[src/rtl/mem_load_sequencer.sv]
// Boot/run controller for the single-cycle MIPS datapath: streams host words into instruction and
// data memory over valid/ready, then releases the datapath and counts run cycles until halt.
module mem_load_sequencer #(
   parameter int unsigned ADDR_W = 10,
   parameter int unsigned CNT_W  = 11
) (
   input  logic              clk,
   input  logic              rst,
   input  logic              start,
   input  logic [CNT_W-1:0]  inst_count,
   input  logic [CNT_W-1:0]  data_count,
   input  logic              in_valid,
   input  logic [31:0]       in_data,
   output logic              in_ready,
   output logic              imem_we,
   output logic              dmem_we,
   output logic [ADDR_W-1:0] mem_addr,
   output logic [31:0]       mem_wdata,
   output logic              cpu_rst,
   output logic              cpu_run,
   input  logic              halt_req,
   output logic              done,
   output logic [31:0]       run_cycles
);

   localparam logic [2:0] StIdle  = 3'd0;
   localparam logic [2:0] StLoadI = 3'd1;
   localparam logic [2:0] StLoadD = 3'd2;
   localparam logic [2:0] StRun   = 3'd3;
   localparam logic [2:0] StDone  = 3'd4;

   localparam logic [CNT_W-1:0] MaxCnt = CNT_W'(1) << ADDR_W;

   logic [2:0]        state_q, state_d;
   logic [CNT_W-1:0]  icnt_q, icnt_d;
   logic [CNT_W-1:0]  dcnt_q, dcnt_d;
   logic [ADDR_W-1:0] addr_q, addr_d;
   logic              imem_we_q, imem_we_d;
   logic              dmem_we_q, dmem_we_d;
   logic [ADDR_W-1:0] mem_addr_q, mem_addr_d;
   logic [31:0]       mem_wdata_q, mem_wdata_d;
   logic [31:0]       run_cycles_q, run_cycles_d;

   logic              xfer;
   logic              last_i;
   logic              last_d;
   logic [CNT_W-1:0]  addr_ext;
   logic [CNT_W-1:0]  icnt_clamped;
   logic [CNT_W-1:0]  dcnt_clamped;

   assign in_ready = (state_q == StLoadI) || (state_q == StLoadD);
   assign cpu_run  = (state_q == StRun);
   assign cpu_rst  = !cpu_run;
   assign done     = (state_q == StDone);

   assign imem_we    = imem_we_q;
   assign dmem_we    = dmem_we_q;
   assign mem_addr   = mem_addr_q;
   assign mem_wdata  = mem_wdata_q;
   assign run_cycles = run_cycles_q;

   assign xfer         = in_valid && in_ready;
   assign addr_ext     = CNT_W'(addr_q);
   assign last_i       = (addr_ext == icnt_q - CNT_W'(1));
   assign last_d       = (addr_ext == dcnt_q - CNT_W'(1));
   assign icnt_clamped = (inst_count > MaxCnt) ? MaxCnt : inst_count;
   assign dcnt_clamped = (data_count > MaxCnt) ? MaxCnt : data_count;

   always_comb begin
      state_d      = state_q;
      icnt_d       = icnt_q;
      dcnt_d       = dcnt_q;
      addr_d       = addr_q;
      imem_we_d    = 1'b0;
      dmem_we_d    = 1'b0;
      mem_addr_d   = mem_addr_q;
      mem_wdata_d  = mem_wdata_q;
      run_cycles_d = run_cycles_q;

      case (state_q)
         StIdle, StDone: begin
            if (start) begin
               icnt_d       = icnt_clamped;
               dcnt_d       = dcnt_clamped;
               run_cycles_d = 32'd0;
               addr_d       = '0;
               if (icnt_clamped != '0) begin
                  state_d = StLoadI;
               end else if (dcnt_clamped != '0) begin
                  state_d = StLoadD;
               end else begin
                  state_d = StRun;
               end
            end
         end
         StLoadI: begin
            if (xfer) begin
               mem_wdata_d = in_data;
               mem_addr_d  = addr_q;
               imem_we_d   = 1'b1;
               addr_d      = addr_q + 1'b1;
               // Address restarts at 0 for the data region, never wraps mid-region.
               if (last_i) begin
                  addr_d  = '0;
                  state_d = (dcnt_q != '0) ? StLoadD : StRun;
               end
            end
         end
         StLoadD: begin
            if (xfer) begin
               mem_wdata_d = in_data;
               mem_addr_d  = addr_q;
               dmem_we_d   = 1'b1;
               addr_d      = addr_q + 1'b1;
               if (last_d) begin
                  addr_d  = '0;
                  state_d = StRun;
               end
            end
         end
         StRun: begin
            if (run_cycles_q != 32'hFFFF_FFFF) begin
               run_cycles_d = run_cycles_q + 32'd1;
            end
            if (halt_req) begin
               state_d = StDone;
            end
         end
         default: begin
            state_d = StIdle;
         end
      endcase
   end

   always_ff @(posedge clk) begin
      if (rst) begin
         state_q      <= StIdle;
         icnt_q       <= '0;
         dcnt_q       <= '0;
         addr_q       <= '0;
         imem_we_q    <= 1'b0;
         dmem_we_q    <= 1'b0;
         mem_addr_q   <= '0;
         mem_wdata_q  <= 32'd0;
         run_cycles_q <= 32'd0;
      end else begin
         state_q      <= state_d;
         icnt_q       <= icnt_d;
         dcnt_q       <= dcnt_d;
         addr_q       <= addr_d;
         imem_we_q    <= imem_we_d;
         dmem_we_q    <= dmem_we_d;
         mem_addr_q   <= mem_addr_d;
         mem_wdata_q  <= mem_wdata_d;
         run_cycles_q <= run_cycles_d;
      end
   end

endmodule

[config.mk]
export PLATFORM = sky130hd
export DESIGN_NAME = mem_load_sequencer
export DESIGN_NICKNAME = d
export VERILOG_FILES = /design/src/rtl/mem_load_sequencer.sv
export SDC_FILE = /design/constraint.sdc
export NUM_CORES = 1
export LEC_CHECK = 0
export ABC_AREA = 1
export BUFFER_PORTS_ARGS = -buffer_cell sky130_fd_sc_hd__buf_2
export CAP_MARGIN = 40
export CORE_ASPECT_RATIO = 0.7
export CORE_MARGIN = 3
export CORE_UTILIZATION = 54
export CTS_CLUSTER_DIAMETER = 50
export DETAILED_ROUTE_END_ITERATION = 12
export PLACE_DENSITY_LB_ADDON = 0.1
export SYNTH_ARGS = -nofsm -noshare
export SYNTH_HDL_FRONTEND = slang
export SYNTH_SLANG_ARGS = --single-unit
export TNS_END_PERCENT = 20
[constraint.sdc]
create_clock -name clk -period 2.2 [get_ports clk]
set_input_delay 0.33 -clock clk [delete_from_list [all_inputs] [get_ports clk]]
set_output_delay 0.33 -clock clk [all_outputs]
set_load 0.005 [all_outputs]
==> results of run 1 <==
flip-flops by register name (all words and copies together) (netlist names), 3 cells and up:
| signal | cells |
|---|---|
| addr_q | 10 |
| dcnt_q | 11 |
| icnt_q | 11 |
| mem_addr | 10 |
| mem_wdata | 32 |
| run_cycles | 32 |
| state_q | 3 |
routing by layer:
layer	wire [um]	track usage
met2	6650	0.374
met4	133	0.0557
met1	8400	0.430
met3	1880	0.0862
met5	0	0
cell usage after synthesis, drive strengths merged:
| library cell | n |
|---|---|
| a211oi | 1 |
| a21o | 2 |
| a21oi | 52 |
| a31oi | 1 |
| buf | 13 |
| clkbuf | 22 |
| dfxtp | 111 |
| dlygate4sd1 | 1 |
| ha | 4 |
| inv | 99 |
| nand2 | 191 |
| nand3 | 75 |
| nand3b | 3 |
| nand4 | 25 |
| nor2 | 146 |
| nor3 | 28 |
| nor3b | 2 |
| nor4 | 4 |
| o211ai | 1 |
| o21ai | 61 |
| o21bai | 1 |
| o22ai | 14 |
| o32ai | 6 |
| or2 | 6 |
| xnor2 | 7 |
| xnor3 | 1 |
| xor2 | 9 |
cell type report:
type,count,share of cell area
Clock inverter,6,0.00972
Inverter,99,0.0515
Timing Repair Buffer,176,0.139
Clock buffer,10,0.0331
Multi-Input combinational cell,640,0.436
Tap cell,132,0.0229
Sequential cell,111,0.308
metrics by stage:
step / utilization / cells / hold slack, ns
floorplan: - / 886 / 0.464
global placement: 0.656 / 1158 / 0.490
detailed placement: 0.656 / 1158 / 0.484
CTS: 0.685 / 1174 / 0.182
global route: 0.689 / 1174 / 0.185
finish: 0.689 / 1174 / 0.186
power by group through the flow:
stage / combinational, uW / clock, uW / sequential (uW)
final: 2060 / 1680 / 2480
after global placement: 2000 / 0 / 2500
after detailed placement: 2030 / 0 / 2500
after CTS: 2030 / 1700 / 2470
after floorplan: 1300 / 0 / 2520
after global routing: 2340 / 1780 / 2510
worst paths after layout:
check                startpoint              to
setup / recovery  run_cycles[0]  run_cycles[31]
hold / removal       in_data[1]    mem_wdata[1]
setup reg to reg  run_cycles[0]  run_cycles[31]
hold reg to reg      icnt_q[10]      icnt_q[10]
kinds of logic after synthesis:
| group | Yosys count |
|---|---|
| buffers and inverters | 135 |
| xor gates and xnor gates | 17 |
| DFF | 111 |
| AOI/OAI and AO/OA | 139 |
| adders and majority gates | 4 |
| and+or+nand+nor | 480 |
what timing repair did:
item / 4_1_cts / 5_1_grt
hold buffers: 0 / 0
gates resized for setup: 0 / 8
endpoints found under the setup margin: 0 / 30
worst register-to-register path, delay by kind of cell (launching register included):
| family | cells | cell delay [ns] |
|---|---|---|
| AO/OA/AOI/OAI | 1 | 0.13 |
| AND/OR/NAND/NOR | 7 | 1.32 |
| flip-flops | 1 | 0.33 |
| buffers and inverters | 2 | 0.21 |
==> results summary, run 1 <==
In this run the static leakage power is 0.00337 uW. Data on the critical path is required at its endpoint by 2.49 ns. The width of the die is 131 um.

Of the total synthesized cell area, the portion taken by AND, OR, NAND and NOR gates is 0.360. The final number of setup-violating endpoints is 0. Derived from the worst setup path, the maximum achievable clock frequency is 0.486 GHz. The routed layout has 6268 vias.

The filler cells instantiated in the layout total 935. The number of cells produced by synthesis is 886. The synthesized net count came out at 949. The post-layout worst setup margin is 0.142 ns.

Cell internal power was estimated by the tool at 3910 uW. In this design, the critical path's most frequently occurring cell is sky130_fd_sc_hd__nand3_1. The clock-pin slew of the registers on the worst-case setup and hold paths is 0.08 ns. The first-pass GRT wire length is 27.0 mm. The post-detailed-route DRC marker count came out at 0.

Setup repair after global routing could not meet its margin everywhere. The category of the worst setup path capture point is a flop. The multi-input gate area in the final layout came out at 3140 um^2. The aggregate negative setup slack came out at 0 ns. The number of buffers added for setup after CTS came out at 0. Of the available clock period, the critical path in the final layout requires 0.936. The maximum ir drop on the vdd rail is 0.617 mV. Of the total power, the clock network draws 0.271. The per-cell routed wire length is 14.5 um. The net switching power came out at 2310 uW. The critical path goes through buf_4, nand3_1, nor2_4, inv_1, nor2_2, nand3_1, nor3_2, or2_2, nand4_1, a21oi_1. In the layout the commonest cells are 185 x sky130_fd_sc_hd__nand2_1, 138 x sky130_fd_sc_hd__nor2_1, 138 x sky130_fd_sc_hd__buf_2. The share of cells above drive strength 1 is 0.217. Each instance of the synthesized netlist takes up on average 6.64 um^2. The instance count on the critical path is 10. Compared with the post-synthesis result, the final layout area differs by 22.5%. The type of origin of the critical path is a flop. The cell sitting at the root of the clock tree is a sky130_fd_sc_hd__clkbuf_16. The actual transition at the worst max-transition pin came out at 0.847 ns. Summing all placed instances gives a cell area of 6870 um^2. Pin placement for this block handled 139 I/O pins. The number of antenna violations at the first check in global routing is 0. The summed instance area of the synthesized netlist is 5890 um^2. The class of the most critical hold timing path is primary input to flop. TritonCTS built the clock tree. The number of global-route vias before repair was 5386.

The normalized max-slew margin came out at 0.429. The critical path data arrival time is 2.34 ns. The number of I/O port buffers came out at 138. By area, the combinational part of the netlist is dominated by simple AND/OR/NAND/NOR gates. The number of pins with negative max-slew slack in the final report was 0. Of the total power, combinational logic draws 0.331. The slowest stage cell on the critical path is sky130_fd_sc_hd__dfxtp_1.

The combined flip-flop and latch cell area came out at 2220 um^2. The run finished with clean final reports. The number of distinct standard cells referenced by the synthesized netlist came out at 40. Across all register-to-register paths, the minimum setup slack is 0.14 ns. The area of the die came out at 12200 um^2. After synthesis, the cell types taking the most area are sky130_fd_sc_hd__dfxtp_1 38%, sky130_fd_sc_hd__nand2_1 12%, sky130_fd_sc_hd__nor2_1 9.0%, sky130_fd_sc_hd__nand3_1 6.4%, sky130_fd_sc_hd__inv_1 6.0%. The sequential fraction of the synthesis area is 0.377. The core box area is 10500 um^2.

The portion of synthesized cell area occupied by the leading cell type is 0.377. Max-cap violations in this run came to 0. The number of detailed-route iterations in the first pass is 5. The top cell family by delay on the critical path is simple AND/OR/NAND/NOR gates. The worst-case clock skew came out at 0.0103 ns. The floorplan step set the die height to 93.4 um.

The clock sink count is 111. For this run, the slowest stage of the critical path takes 0.33 ns. The placed wire-length estimate is 12.8 mm. The final weighted congestion in routability-driven placement came out at 0.980.

Of the total synthesized cell area, the portion taken by XOR and XNOR cells is 0.0276. The number of H-tree levels came out at 3. The final hold violation count was 0. The worst slack at placement is 0.0381 ns. The final antenna diode count came out at 0.

Entering global routing, the biggest net connects 42 pins. The final standard cell area without fillers is 7210 um^2. The total overflow left after global routing is 0. The switching share of power is 0.371. The power after layout is 6220 uW. In this run the worst path has a maximum fanout of 6. For this run, the post-layout net count is 1100.

The number of nets with antenna violations after detailed routing came out at 0. The number of placement rows came out at 31. The global-route total usage across every layer is 0.278. Yosys printed 0 warnings. The synthesized design contains 111 register bits.

The number of cells on the worst reg-to-reg path is 10. Of the total power, registers draw 0.398. Clock latency on the worst-skew pair, taken at its later pin, is 0.36 ns.

The sum of routed wire length over all layers is 17.1 mm. The worst hold path passes through 3 cells. The cell area power density is 863 nW/um^2. The largest total area in the synthesized netlist belongs to sky130_fd_sc_hd__dfxtp_1. Measured against the total synthesized area, the mux share comes to 0. The worst path needs 2.06 ns of the cycle, external delays included. Of the total synthesized cell area, the portion taken by full adders, half adders and majority gates is 0.00850. The number of clock buffers inserted by TritonCTS is 9. After the first detailed-routing iteration, the DRC count stood at 563. The maximum clock insertion buffer count came out at 2. The area fraction in compound gates after synthesis is 0.130. The classification of the worst setup path is flop to flop. Using the TritonRoute via totals, the vias-per-cell ratio works out to 5.34. The effective utilization at floorplan is 0.562. Together, buffers and inverters on the worst path number 2. The leading cell type in the layout, fill and taps excluded is sky130_fd_sc_hd__nand2_1.
Note: power is estimated with default switching activity, not from simulation.
==> inputs of run 2 (changes only) <==
--- a/config.mk
+++ b/config.mk
@@ -10,7 +10,8 @@
 export CAP_MARGIN = 40
 export CORE_ASPECT_RATIO = 0.7
 export CORE_MARGIN = 3
-export CORE_UTILIZATION = 54
+export CORE_UTILIZATION = 56
+export CTS_BUF_LIST = sky130_fd_sc_hd__clkbuf_8
 export CTS_CLUSTER_DIAMETER = 50
 export DETAILED_ROUTE_END_ITERATION = 12
 export PLACE_DENSITY_LB_ADDON = 0.1
==> run 2 against run 1 <==
Against the previous run:
- routed wire length rose by 0.22%
- count of clock-buffer cells in the layout down 1
- first-iteration DRC count rose by 2.1%
- clock skew grew 0.00097 ns
- power fell by 7.0%
- cell area shrank 1.3%
==> results summary, run 2 (synthesized netlist as in run 1, its figures left out) <==
The normalized max-slew margin came out at 0.484. Setup repair after global routing could not meet its margin everywhere. The width of the die is 129 um. In this run the remaining antenna-violating nets after routing total 0.

The TritonCTS clock tree is yes. The number of I/O port buffers is 138. The sum of routed wire length over all layers came out at 17.1 mm. The number of clock buffers inserted by TritonCTS is 9.

Detailed placement ended at an HPWL of 12.6 mm. The final hold violation count is 0. In this run the worst setup path terminates at run_cycles[31].

The longest clock path from root to sink contains 2 buffers. Setup violations remaining at the end of the flow were counted as 0. The worst-case IR drop observed on VDD is 0.596 mV. The DRC violation total after the first TritonRoute iteration is 575. The repair_antennas step left the layout with diodes totalling 0. The number of cells on the worst reg-to-reg path came out at 9. Static timing analysis puts the maximum clock frequency at 0.480 GHz.

In the finished design, the share of the clock period the worst path needs comes to 0.947. The worst hold path passes through 3 cells. STA classifies the critical path startpoint as a flop. The area growth from synthesis to layout is 20.9%. The startpoint of the worst setup timing path is run_cycles[2].

After detailed routing, the number of remaining DRC violations is 0. The final weighted congestion in routability-driven placement came out at 0.997. The clock-pin slew of the registers on the worst-case setup and hold paths is 0.11 ns. The worst setup path is captured at a flop.

The floorplan step set the die height to 91.8 um. The class of the most critical hold timing path is primary input to flop. In the layout the commonest cells are 185 x sky130_fd_sc_hd__nand2_1, 139 x sky130_fd_sc_hd__nor2_1, 138 x sky130_fd_sc_hd__buf_2. The clock sink count came out at 111. The first global-routing pass estimated 27.0 mm of wire. The flow ran to the end, and the final reports show no timing, DRC or antenna violations. The worst-case clock skew came out at 0.0112 ns. The leading cell type in the layout, fill and taps excluded is sky130_fd_sc_hd__nand2_1.

In the final routed layout, each cell accounts on average for 14.7 um. The number of antenna violations at the first check in global routing is 0. For this design the ratio of total power to cell area is 813 nW/um^2. The number of placement rows came out at 30. The floorplan step defined a die boundary enclosing 11800 um^2. The master cell of the clock root buffer is sky130_fd_sc_hd__clkbuf_8.

The setup slack on the worst flop-to-flop path came out at 0.12 ns. Final hold analysis gives a worst-case slack of 0.151 ns. The first TritonRoute pass finished after 6 iterations. The static leakage power came out at 0.00331 uW. The endpoint of the worst register-to-register path is run_cycles[31].

At the worst endpoint, the required time is 2.53 ns. The via density per instance is 5.43. The utilization of the core after routing came out at 0.715.

The startpoint identified for the worst register-to-register timing path is run_cycles[2]. The number of global-route vias before repair is 5428. The number of H-tree levels came out at 3. The share of cells above drive strength 1 is 0.216. STA puts the critical path data arrival time at 2.41 ns. The completed layout was analyzed and its total power is 5780 uW. The effective utilization at floorplan is 0.592. The count of boundary I/O pins came out at 139. The net count of the finished layout is 1096. The classification of the worst setup path is flop to flop. The post-layout minimum cycle time came out at 2.08 ns. After filler insertion, the fill cell instance count of the layout stands at 859. The actual transition at the worst max-transition pin is 0.766 ns. The highest net fanout along the worst path is 6.

The vias after detailed routing came out at 6332. The clock insertion delay at the later pin of the skew report is 0.39 ns. The pin count of the biggest net entering global routing is 47.

Across the run, the number of max-cap violations was 0. The residual overflow from global routing is 0. The core box area came out at 9950 um^2. The global-route total usage across every layer came out at 0.280.

The number of pins with negative max-slew slack in the final report came out at 0.
==> run 2: worst min-delay path by stage <==
stage                     slack (ns)             end      startpoint
after floorplan                 0.46      icnt_q[10]      icnt_q[10]
after CTS                       0.14    mem_wdata[1]      in_data[1]
after global routing            0.14    mem_wdata[6]      in_data[6]
final                           0.15   mem_wdata[17]     in_data[17]
after detailed placement        0.49  run_cycles[26]  run_cycles[26]
after global placement          0.48   run_cycles[1]   run_cycles[1]
==> run 2: final cells by class <==
type / count / area (um^2) / area share
Multi-Input combinational cell: 640 / 3150 / 0.443
Timing Repair Buffer: 172 / 1010 / 0.142
Tap cell: 128 / 160 / 0.0225
Clock inverter: 7 / 65.1 / 0.00915
Clock buffer: 9 / 124 / 0.0174
Sequential cell: 111 / 2230 / 0.313
Inverter: 99 / 372 / 0.0522
==> run 2: critical path, stage by stage (launching register included) <==
cell                      delay [ns]
sky130_fd_sc_hd__dfxtp_1        0.47
sky130_fd_sc_hd__nand3_2        0.20
sky130_fd_sc_hd__nor2_4         0.19
sky130_fd_sc_hd__inv_1          0.09
sky130_fd_sc_hd__nor2_2         0.22
sky130_fd_sc_hd__nand3_1        0.21
sky130_fd_sc_hd__nor3_1         0.26
sky130_fd_sc_hd__or2_2          0.17
sky130_fd_sc_hd__nand4_1        0.09
sky130_fd_sc_hd__a21oi_1        0.12
==> run 2: power by group <==
group          total [uW]  internal [uW]  switching, uW
logic                2100            784           1320
registers            2480           2310            166
clock network        1210            438            770
==> run 2: layer usage <==
| metal | global-route usage | wire, um | vias to the layer above |
|---|---|---|---|
| met3 | 0.0885 | 1970 | 20 |
| met5 | 0 | 0 | - |
| met4 | 0.0708 | 206 | 0 |
| met1 | 0.435 | 8230 | 2814 |
| met2 | 0.369 | 6700 | 313 |
| li1 | - | - | 3185 |
==> run 2: timing repair <==
| action | in CTS | in global routing |
|---|---|---|
| gates resized for setup | 1 | 13 |
| cloned | 0 | 0 |
| buffers inserted | 0 | 2 |
| setup endpoints to repair | 1 | 41 |
| hold buffers | 0 | 0 |
| pin swaps | 0 | 3 |
==> run 2: metrics by stage <==
| step | setup WS, ns | cells | cell area, um^2 | TNS, ns |
|---|---|---|---|---|
| floorplan | 0.203 | 886 | 5890 | 0 |
| global placement | 0.0239 | 1148 | 6860 | 0 |
| detailed placement | 0.0204 | 1148 | 6860 | 0 |
| CTS | 0.0267 | 1164 | 7050 | 0 |
| global route | -0.0517 | 1166 | 7110 | -0.188 |
| finish | 0.116 | 1166 | 7110 | 0 |
==> inputs of run 3 (changes only) <==
--- a/config.mk
+++ b/config.mk
@@ -15,6 +15,7 @@
 export CTS_CLUSTER_DIAMETER = 50
 export DETAILED_ROUTE_END_ITERATION = 12
 export PLACE_DENSITY_LB_ADDON = 0.1
+export REMOVE_ABC_BUFFERS = 1
 export SYNTH_ARGS = -nofsm -noshare
 export SYNTH_HDL_FRONTEND = slang
 export SYNTH_SLANG_ARGS = --single-unit
==> run 3 against run 2 <==
Against the previous run:
- via count rose by 1.1%
- count of clock-buffer cells in the layout unchanged
- combinational power up 2%
- clock power up 19%
- worst setup slack better by 0.010 ns
- flip-flop and latch count is the same
- final cell count rose by 0.17%
- sequential power barely moved
- first-iteration DRC count is 9.7% higher
- highest routed layer unchanged
==> results summary, run 3 (synthesized netlist as in run 1, its figures left out) <==
The DRC violation total after the first TritonRoute iteration came out at 631. The achievable clock frequency came out at 0.482 GHz. The normalized max-slew margin is 0.574. The largest incremental delay on the critical path is 0.40 ns. In this run the standard cell core region covers 9950 um^2. The clock sink count is 111.

The switching share of power came out at 0.375. The cell area power density is 847 nW/um^2. In this run the most critical hold path is launched from in_data[7]. The flow ran to the end, and the final reports show no timing, DRC or antenna violations. The final period utilization is 0.943. The number of I/O port buffers is 138. The width of the die is 129 um.

The max-cap violation count is 0. Leaving out fill and tap cells, the most frequent cell in the layout is sky130_fd_sc_hd__nand2_1. Detailed placement finished with a half-perimeter wire length of 12.8 mm. The setup slack on the worst flop-to-flop path is 0.13 ns. The category of the worst setup path capture point is a flop.

The count of boundary I/O pins is 139. In this run the remaining antenna-violating nets after routing total 0. The first-pass GRT wire length came out at 27.3 mm. The highest net fanout along the worst path is 29. The worst setup path is launched from a flop. The share of cells above drive strength 1 came out at 0.217. The via density per instance came out at 5.48. The combinational cell fraction of total power came out at 0.354. The critical path data arrival time came out at 2.36 ns. The number of clock buffers inserted by TritonCTS is 9.

Across the VDD grid, the largest voltage drop is 0.465 mV. The pin count of the biggest net entering global routing is 53. In this run the critical register-to-register path is launched from run_cycles[1]. The residual overflow from global routing came out at 0.

For this block, the via count after detailed routing is 6403. The final layout contains 1098 nets. The final weighted congestion in routability-driven placement came out at 0.973. The number of cells on the worst reg-to-reg path is 13. The net switching power came out at 2270 uW. The static leakage power is 0.00334 uW. For hold timing, the worst endpoint is mem_wdata[7]. Traced cell by cell, the critical path runs through ha_1, nand2_4, nor2_4, nand2_2, nor2_4, nand2_4, nor2_4, nand4_4, nand2_2, nand2_2, buf_12, a21oi_1, nor3_2. Leaving out fill and tap cells, the most frequent cells in the layout are 183 x sky130_fd_sc_hd__nand2_1, 139 x sky130_fd_sc_hd__nor2_1, 138 x sky130_fd_sc_hd__buf_2. The number of global-route vias before repair is 5484. Of the total power, the clock network draws 0.238.

The final hold violation count came to 0. The number of buffers added for setup after CTS is 0. The number of H-tree levels came out at 3. The actual transition at the worst max-transition pin came out at 0.639 ns.

The clock-pin slew of the registers on the worst-case setup and hold paths came out at 0.12 ns. At the worst endpoint, the required time is 2.49 ns. The internal cell power is 3780 uW. The worst path needs 2.07 ns of the cycle, external delays included. The clock insertion delay at the later pin of the skew report is 0.40 ns. The post-detailed-route DRC marker count is 0. After routing the design area is 7140 um^2. The die extent in y is 91.8 um. The classification of the worst setup path is flop to flop. The number of antenna violations at the first check in global routing was 0. The class of the most critical hold timing path is primary input to flop. Summed over all layers, the routed wires come to 16.9 mm. The worst-case clock skew is 0.0157 ns. TritonCTS built the clock tree. The placed cell count is 1152. Among all stages on the critical path, the largest delay is contributed by sky130_fd_sc_hd__dfxtp_1. From synthesis to final layout, the design area changed by 21.4%. The number of pins with negative max-slew slack in the final report came to 0. The number of non-filler instances in the completed layout came out at 1168. The floorplan has 30 rows.

The worst hold path cell count is 3. The number of detailed-route iterations in the first pass is 5. The global-route total usage across every layer is 0.285. The cell sitting at the root of the clock tree is a sky130_fd_sc_hd__clkbuf_8. The per-cell routed wire length is 14.5 um. Of the total power, registers draw 0.408. The placed instances occupy a cell area of 6870 um^2.

The final number of setup-violating endpoints is 0. The effective utilization at floorplan came out at 0.592. The final antenna diode count came out at 0.

The die covers 11800 um^2. The endpoint of the worst register-to-register path is run_cycles[22]. The maximum clock insertion buffer count came out at 2.
==> run 3: timing repair <==
action,in CTS,in global routing
hold buffers,0,0
setup endpoints to repair,0,39
gates resized for setup,0,10
==> run 3: metal layers <==
| layer | GRT usage | routed length, um |
|---|---|---|
| met1 | 0.447 | 8360 |
| met3 | 0.0908 | 1970 |
| met4 | 0.0621 | 187 |
| met2 | 0.375 | 6420 |
| met5 | 0 | 0 |
==> run 3: per-stage QoR <==
step | power (uW) | hold WS (ns) | util | TNS [ns] | worst slack [ns]
CTS | 6010 | 0.138 | 0.715 | 0 | 0.0503
global placement | 4560 | 0.483 | 0.691 | 0 | 0.126
detailed placement | 4590 | 0.488 | 0.691 | 0 | 0.0575
global route | 6450 | 0.140 | 0.718 | -0.00236 | -0.00236
finish | 6050 | 0.145 | 0.718 | 0 | 0.126
floorplan | 3670 | 0.399 | - | -23.64 | -0.529
==> run 3: critical path, delay by kind of cell (launching register included) <==
kind                       cells  cell delay (ns)
AOI/OAI and AO/OA              1             0.17
buffers and inverters          1             0.16
adders and majority gates      1             0.23
and+or+nand+nor               10             0.99
DFF                            1             0.40
==> run 3: worst max-delay path by stage <==
stage | endpoint | from | cells after the start | slack, ns
after CTS | addr_q[9] | icnt_q[0] | 11 | 0.05
final | run_cycles[22] | run_cycles[1] | 13 | 0.13
after floorplan | state_q[2] | state_q[0] | 9 | -0.53
after global placement | addr_q[1] | icnt_q[0] | 11 | 0.13
after global routing | run_cycles[28] | run_cycles[1] | 12 | -0.002
after detailed placement | addr_q[9] | icnt_q[0] | 11 | 0.06
==> run 3: power by group through the flow <==
| stage | Sequential, uW | Combinational, uW | Clock (uW) |
|---|---|---|---|
| finish | 2470 | 2140 | 1440 |
| CTS | 2470 | 2090 | 1450 |
| global placement | 2500 | 2050 | 0 |
| detailed placement | 2500 | 2080 | 0 |
| floorplan | 2520 | 1150 | 0 |
| global route | 2510 | 2410 | 1530 |
==> run 3: final cells by class <==
| type | instances | area, um^2 |
|---|---|---|
| tap | 128 | 160 |
| timing repair buffer | 174 | 1010 |
| inverter | 99 | 372 |
| multi-input combinational | 640 | 3140 |
| fill | 859 | 2800 |
| clock buffer | 9 | 124 |
| clock inverter | 7 | 114 |
| sequential | 111 | 2220 |
